### config.mk
export PLATFORM = sky130hd
export DESIGN_NAME = kirby_info_gen
export DESIGN_NICKNAME = d
export VERILOG_FILES = /design/src/rtl/kirby_info_pkg.sv /design/src/rtl/kirby_info_gen_frame_tick_sync.sv /design/src/rtl/kirby_info_gen.sv
export SDC_FILE = /design/constraint.sdc
export NUM_CORES = 1
export LEC_CHECK = 0
export CORE_MARGIN = 1
export CORE_UTILIZATION = 40
export DETAILED_ROUTE_END_ITERATION = 10
export PLACE_DENSITY = 0.66
export SLEW_MARGIN = 20
export SYNTH_ARGS = -nofsm -noshare
export SYNTH_HDL_FRONTEND = slang
export SYNTH_SLANG_ARGS = --single-unit
### constraint.sdc
create_clock -name Clk -period 4.9 [get_ports Clk]
set_input_delay 0.49 -clock Clk [delete_from_list [all_inputs] [get_ports Clk]]
set_output_delay 0.49 -clock Clk [all_outputs]
set_load 0.01 [all_outputs]
### src/rtl/kirby_info_pkg.sv
// Shared types and constants for the Kirby game-state producer: movement states,
// keycodes, movement limits and the bit layout of the Map_Info / Kirby_Info words.
package kirby_info_pkg;

  typedef enum logic [1:0] {
    ST_STAND = 2'd0,
    ST_WALK  = 2'd1,
    ST_JUMP  = 2'd2,
    ST_FALL  = 2'd3
  } kirby_state_e;

  localparam logic [7:0] KEY_LEFT  = 8'h04;
  localparam logic [7:0] KEY_RIGHT = 8'h07;
  localparam logic [7:0] KEY_JUMP  = 8'h2C;

  localparam logic [7:0] X_START     = 8'd16;
  localparam logic [7:0] X_MAX       = 8'd248;
  localparam logic [7:0] GROUND_Y    = 8'd200;
  localparam logic [7:0] SCROLL_X    = 8'd120;
  localparam logic [7:0] MAP_X_MAX   = 8'd192;
  localparam logic [7:0] WALK_STEP   = 8'd2;
  localparam logic [7:0] JUMP_STEP   = 8'd4;
  localparam logic [7:0] FALL_STEP   = 8'd4;
  localparam logic [3:0] JUMP_FRAMES = 4'd8;
  localparam logic [2:0] ANIM_DIV    = 3'd4;

  localparam int MI_IDX_LSB  = 16;
  localparam int MI_IMGX_LSB = 8;
  localparam int MI_IMGY_LSB = 0;
  localparam int KI_X_LSB    = 24;
  localparam int KI_Y_LSB    = 16;
  localparam int KI_COL_LSB  = 8;
  localparam int KI_ROW_LSB  = 0;

  localparam logic [7:0] ROW_STAND = 8'd0;
  localparam logic [7:0] ROW_WALK  = 8'd1;
  localparam logic [7:0] ROW_JUMP  = 8'd2;
  localparam logic [7:0] ROW_FALL  = 8'd3;

  function automatic logic [7:0] state_row(input kirby_state_e s);
    logic [7:0] row;
    case (s)
      ST_STAND: row = ROW_STAND;
      ST_WALK:  row = ROW_WALK;
      ST_JUMP:  row = ROW_JUMP;
      ST_FALL:  row = ROW_FALL;
      default:  row = ROW_STAND;
    endcase
    return row;
  endfunction

endpackage

### src/rtl/kirby_info_gen_frame_tick_sync.sv
// Brings frame_clk into the Clk domain and emits a one-Clk tick per rising edge.
// A tick is only allowed once a genuine low level has been sampled after reset.
module frame_tick_sync (
  input  logic Clk,
  input  logic Reset,
  input  logic frame_clk,
  output logic tick
);

  logic sync1_q, sync2_q, sync3_q;
  logic sync1_d, sync2_d, sync3_d;
  logic primed_q, primed_d;
  logic armed_q, armed_d;

  // Next-state of the synchroniser chain and the post-reset arming flags.
  always_comb begin
    sync1_d  = frame_clk;
    sync2_d  = sync1_q;
    sync3_d  = sync2_q;
    primed_d = 1'b1;
    // Without this, a frame_clk held high through reset would look like a fresh edge.
    armed_d  = armed_q | (primed_q & ~sync1_q);
  end

  // Synchroniser and arming registers.
  always_ff @(posedge Clk or posedge Reset) begin
    if (Reset) begin
      sync1_q  <= 1'b0;
      sync2_q  <= 1'b0;
      sync3_q  <= 1'b0;
      primed_q <= 1'b0;
      armed_q  <= 1'b0;
    end else begin
      sync1_q  <= sync1_d;
      sync2_q  <= sync2_d;
      sync3_q  <= sync3_d;
      primed_q <= primed_d;
      armed_q  <= armed_d;
    end
  end

  assign tick = sync2_q & ~sync3_q & armed_q;

endmodule

### src/rtl/kirby_info_gen.sv
// Per-frame Kirby movement, animation and map-scroll state, packed into Map_Info/Kirby_Info.
// Define KIRBY_DOUBLE_JUMP_EN to allow one extra jump while airborne.
module kirby_info_gen
  import kirby_info_pkg::*;
(
  input  logic        Clk,
  input  logic        Reset,
  input  logic        frame_clk,
  input  logic [7:0]  keycode,
  output logic [31:0] Map_Info,
  output logic [31:0] Kirby_Info,
  output logic        info_valid
);

  logic         tick_s;
  logic         key_left_s, key_right_s, key_jump_s, air_jump_s;
  logic [8:0]   x_step_s, map_step_s, y_fall_s;
  logic [7:0]   y_rise_s;
  kirby_state_e state_q, state_d;
  logic [7:0]   x_q, x_d, y_q, y_d, map_x_q, map_x_d;
  logic [1:0]   idx_q, idx_d, col_q, col_d;
  logic [2:0]   div_q, div_d;
  logic [3:0]   jcnt_q, jcnt_d;
  logic         info_valid_q, info_valid_d;
  logic [31:0]  map_info_s, kirby_info_s;

  frame_tick_sync u_sync (
    .Clk       (Clk),
    .Reset     (Reset),
    .frame_clk (frame_clk),
    .tick      (tick_s)
  );

`ifdef KIRBY_DOUBLE_JUMP_EN
  logic dj_used_q, dj_used_d;
  assign air_jump_s = key_jump_s & ~dj_used_q;
`else
  assign air_jump_s = 1'b0;
`endif

  // Key decode and the saturating-arithmetic helpers used by the update logic.
  always_comb begin
    key_left_s  = (keycode == KEY_LEFT);
    key_right_s = (keycode == KEY_RIGHT);
    key_jump_s  = (keycode == KEY_JUMP);
    x_step_s    = {1'b0, x_q} + {1'b0, WALK_STEP};
    map_step_s  = {1'b0, map_x_q} + {1'b0, WALK_STEP};
    y_fall_s    = {1'b0, y_q} + {1'b0, FALL_STEP};
    if (y_q < JUMP_STEP) begin
      y_rise_s = 8'd0;
    end else begin
      y_rise_s = y_q - JUMP_STEP;
    end
  end

  // Per-tick game-state update: movement, state machine, animation and area change.
  always_comb begin
    state_d      = state_q;
    x_d          = x_q;
    y_d          = y_q;
    map_x_d      = map_x_q;
    idx_d        = idx_q;
    col_d        = col_q;
    div_d        = div_q;
    jcnt_d       = jcnt_q;
    info_valid_d = tick_s;
`ifdef KIRBY_DOUBLE_JUMP_EN
    dj_used_d    = dj_used_q;
`endif
    if (tick_s) begin
      if (key_left_s) begin
        if (x_q < WALK_STEP) begin
          x_d = 8'd0;
        end else begin
          x_d = x_q - WALK_STEP;
        end
      end else if (key_right_s) begin
        if (x_q < SCROLL_X) begin
          x_d = (x_step_s > {1'b0, SCROLL_X}) ? SCROLL_X : x_step_s[7:0];
        end else if (map_x_q < MAP_X_MAX) begin
          map_x_d = (map_step_s > {1'b0, MAP_X_MAX}) ? MAP_X_MAX : map_step_s[7:0];
        end else begin
          x_d = (x_step_s > {1'b0, X_MAX}) ? X_MAX : x_step_s[7:0];
        end
      end else begin
        x_d = x_q;
      end

      case (state_q)
        ST_STAND, ST_WALK: begin
          if (key_jump_s) begin
            state_d = ST_JUMP;
            jcnt_d  = 4'd0;
          end else if (key_left_s || key_right_s) begin
            state_d = ST_WALK;
          end else begin
            state_d = ST_STAND;
          end
        end
        ST_JUMP: begin
          y_d = y_rise_s;
          if (air_jump_s) begin
            jcnt_d = 4'd0;
`ifdef KIRBY_DOUBLE_JUMP_EN
            dj_used_d = 1'b1;
`endif
          end else if (jcnt_q == JUMP_FRAMES - 4'd1) begin
            state_d = ST_FALL;
            jcnt_d  = 4'd0;
          end else begin
            jcnt_d = jcnt_q + 4'd1;
          end
        end
        ST_FALL: begin
          if (air_jump_s) begin
            state_d = ST_JUMP;
            y_d     = y_rise_s;
            jcnt_d  = 4'd0;
`ifdef KIRBY_DOUBLE_JUMP_EN
            dj_used_d = 1'b1;
`endif
          end else if (y_fall_s >= {1'b0, GROUND_Y}) begin
            state_d = ST_STAND;
            y_d     = GROUND_Y;
`ifdef KIRBY_DOUBLE_JUMP_EN
            dj_used_d = 1'b0;
`endif
          end else begin
            y_d = y_fall_s[7:0];
          end
        end
        default: begin
          state_d = ST_STAND;
        end
      endcase

      if ((state_q == ST_WALK) && (state_d == ST_WALK)) begin
        if (div_q == ANIM_DIV - 3'd1) begin
          div_d = 3'd0;
          col_d = col_q + 2'd1;
        end else begin
          div_d = div_q + 3'd1;
        end
      end else begin
        div_d = 3'd0;
        col_d = 2'd0;
      end

      // Area change overrides everything computed above in the same tick.
      if (key_right_s && (x_d >= X_MAX)) begin
        idx_d   = idx_q + 2'd1;
        map_x_d = 8'd0;
        x_d     = X_START;
        y_d     = GROUND_Y;
        state_d = ST_STAND;
        col_d   = 2'd0;
        div_d   = 3'd0;
        jcnt_d  = 4'd0;
`ifdef KIRBY_DOUBLE_JUMP_EN
        dj_used_d = 1'b0;
`endif
      end else begin
        idx_d = idx_q;
      end
    end else begin
      state_d = state_q;
    end
  end

  // Game-state registers; both output words are built only from these.
  always_ff @(posedge Clk or posedge Reset) begin
    if (Reset) begin
      state_q      <= ST_STAND;
      x_q          <= X_START;
      y_q          <= GROUND_Y;
      map_x_q      <= 8'd0;
      idx_q        <= 2'd0;
      col_q        <= 2'd0;
      div_q        <= 3'd0;
      jcnt_q       <= 4'd0;
      info_valid_q <= 1'b0;
`ifdef KIRBY_DOUBLE_JUMP_EN
      dj_used_q    <= 1'b0;
`endif
    end else begin
      state_q      <= state_d;
      x_q          <= x_d;
      y_q          <= y_d;
      map_x_q      <= map_x_d;
      idx_q        <= idx_d;
      col_q        <= col_d;
      div_q        <= div_d;
      jcnt_q       <= jcnt_d;
      info_valid_q <= info_valid_d;
`ifdef KIRBY_DOUBLE_JUMP_EN
      dj_used_q    <= dj_used_d;
`endif
    end
  end

  // Pack the registered state into the two words read by the colour mapper.
  always_comb begin
    map_info_s                         = 32'd0;
    map_info_s[MI_IDX_LSB +: 2]        = idx_q;
    map_info_s[MI_IMGX_LSB +: 8]       = map_x_q;
    map_info_s[MI_IMGY_LSB +: 8]       = 8'd0;
    kirby_info_s                       = 32'd0;
    kirby_info_s[KI_X_LSB +: 8]        = x_q;
    kirby_info_s[KI_Y_LSB +: 8]        = y_q;
    kirby_info_s[KI_COL_LSB +: 8]      = {6'd0, col_q};
    kirby_info_s[KI_ROW_LSB +: 8]      = state_row(state_q);
  end

  assign Map_Info   = map_info_s;
  assign Kirby_Info = kirby_info_s;
  assign info_valid = info_valid_q;

endmodule

==> results.yml <==
critical_path:
  start_kind: "input port"
  criticalPathCategory: "input port to flop"
  endpoint_kind: "flop"
  crit_arrival_ns: 3.56
  worstPathMaxFanout: 28
  cp_data_required_time_ns: 5.13
detailed_routing:
  drt_first_pass_iters: 5
  routed_wl_um: 8220
  wl_per_cell_um: 14.9
  drtAntennaViolNets: 0
  vias_per_cell: 5.67
  vias: 3122
  post-route-drc-count: 0
  drt_iter0_markers: 190
cells_and_area:
  multiInputGateArea_sq_mm: 0.00206
  drive_gt1_frac: 0.0650
  fillers: 842
  stdcell_area_sq_mm: 0.00378
  regArea_sq_mm: 0.00101
  diodes: 0
  final_net_count: 465
  synthToLayoutAreaGrowth_pct: 10.3
global_routing:
  track_usage: 0.193
  grt.overflow.total: 0
  grt_first_pass_wirelength_um: 13800
  grt_pass1_vias: 2889
  gr-max-usage-layer: "met2"
  antenna_found_initial: 0
  use_met3: 0.0282
  met2_usage: 0.318
  grt.met1_usage: 0.264
  grt_max_degree: 41
power_and_ir_drop:
  ir_drop_mv: 0.127
  power_density_mw_per_mm2: 233
  p_leak_nw: 1.55
clock_tree:
  cts_tree: "yes"
  clockBufferDepth: 2
  hold_buffers: 0
  post_cts_buffers: 0
  cts-buffers-inserted: 5
  cts_resized: 0
  ctsRootBufferMaster: "clkbuf_8"
  clkTransAtPathRegs_ns: 0.08
  clock-sinks: 40
  clkLatencyLatePin_ns: 0.30
  htreeDepth: 2
die:
  die_x_um: 94.6
  rows: 33
  core_area_sq_mm: 0.00826
  ios: 76
  start_util: 0.415
  dieArea_sq_mm: 0.00895
  die_h_um: 94.6
synthesis:
  synthFlopType: "dfrtp_1"
  synth_edf_count: 0
  syn_inst: 428
  yosys.area.top_type: "dfrtp_1"
  ys_seq_area_frac: 0.293
  syn_avg_cell_area_sq_um: 8.01
  synth.top_cell.area_share: 0.263
  ys_types: 77
  yosysMostFrequentCell: "nand2_1"
  synthTopCellsByCount: "nand2_1 (49), buf_4 (40), dfrtp_1 (36), o21ai_0 (28), nor2_1 (24)"
  synth_seq_cells: 40
  synth_warnings: 0
  syn_area_sq_mm: 0.00343
  async_flop_share: 1.00
  synth.area.top_cells: "dfrtp_1 (26%), buf_4 (8.8%), nand2_1 (5.4%), o21ai_0 (4.1%), a21oi_1 (3.4%)"
timing:
  slew_violations: 0
  whs_ns: 0.375
  period_minus_slack_ns: 3.32
  rsz0062_at_grt: "no"
  fmax_ghz: 0.301
  hold_viol_final: 0
  fin_tns_setup_ns: 0
  setup_viol: 0
  worst_pin_slew_ns: 0.788
  period_share: 0.678
  finalClockSkew_ns: 0.0105
  max-slew-margin-rel: 0.472
placed_design:
  place_hpwl_um: 5620
  io_buffers: 38
  place_area_sq_mm: 0.00367
  gp_congestion: 0.885
status:
  outcome: "finished, final reports clean"
hold_path:
  hold_class: "flop to flop"
flow_run:
  maxCapViolCount: 0
cells by family after synthesis:
kind of cell,after synthesis,share of synthesized area
other,2,0.00219
DFF,40,0.293
xor gates and xnor gates,4,0.0102
AOI/OAI and AO/OA,131,0.268
and+or+nand+nor,151,0.234
muxes,4,0.0117
buffers and inverters,87,0.148
adders and majority gates,9,0.0328
cells in the final DEF, fill, tap and decap left out, types with 4 or more instances in the layout:
cell type | Yosys | routed
nand4_1 | 4 | 4
o2111ai_1 | 5 | 5
nand2b_1 | 6 | 6
nor2b_1 | 4 | 4
nand3_1 | 14 | 14
conb_1 | 2 | 38
o22a_1 | 4 | 4
o221ai_1 | 5 | 5
o21ai_0 | 28 | 28
clkbuf_8 | 0 | 5
and2_1 | 6 | 6
a21oi_1 | 23 | 23
mux2i_1 | 4 | 4
o31ai_1 | 4 | 4
inv_1 | 20 | 20
clkdlybuf4s50_1 | 0 | 38
o22ai_1 | 4 | 4
dfrtp_1 | 36 | 36
ha_1 | 9 | 9
and3_1 | 5 | 5
dfstp_2 | 4 | 4
o211ai_1 | 12 | 12
nor4_1 | 6 | 6
nor2_1 | 24 | 24
nand2_1 | 49 | 49
a22o_1 | 5 | 5
nor3_1 | 10 | 10
sequential cells by signal (all words and copies together), names as in the netlist, 2 cells and up:
signal,cells
div_q,3
jcnt_q,4
col_q,2
x_q,8
state_q,2
map_x_q,7
y_q,6
idx_q,2
critical path: stages:
cell             delay [ns]
clkdlybuf4s50_1        0.44
nor4b_4                0.47
nand4_1                0.53
nor4_1                 0.61
nor3_2                 0.11
o211ai_4               0.35
nor2_2                 0.20
o311a_1                0.33
area by class of cell:
class	instances	area share
multi-input combinational	337	0.545
clock inverter	2	0.00926
timing repair buffer	40	0.105
sequential	40	0.266
inverter	21	0.0208
clock buffer	6	0.0192
tap	105	0.0347
metal layers:
metal | wire [um] | vias up
li1 | - | 1517
met1 | 3940 | 1498
met2 | 3780 | 98
met3 | 401 | 9
met4 | 93 | 0
met5 | 0 | -
final timing paths:
kind	start	to	slack, ns	cells past startpoint
worst min-delay path	u_sync.sync2_q	u_sync.sync3_q	0.38	0
worst max register to register	x_q[1]	map_x_q[1]	1.87	8
worst max-delay path	keycode[4]	y_q[7]	1.58	8
worst min register to register	u_sync.sync2_q	u_sync.sync3_q	0.38	0
min in group asynchronous	Reset	idx_q[0]	0.62	3
max in group asynchronous	Reset	y_q[6]	3.91	3
where the power goes:
group          switching, W  leakage (nW)  internal (W)
clock network      0.000114        0.0552      0.000151
logic              0.000128          1.03     0.0000853
registers         0.0000521         0.460      0.000350
total              0.000294          1.55      0.000587
per-stage QoR:
stage / power, W / std cells / util / worst slack [ns]
floorplan: 0.000585 / 464 / - / 2.47
global placement: 0.000614 / 543 / 0.445 / 1.42
detailed placement: 0.000617 / 543 / 0.445 / 1.30
CTS: 0.000882 / 551 / 0.458 / 1.60
global route: 0.000929 / 551 / 0.458 / 1.36
finish: 0.000881 / 551 / 0.458 / 1.58
(Power assumes the default switching activity.)
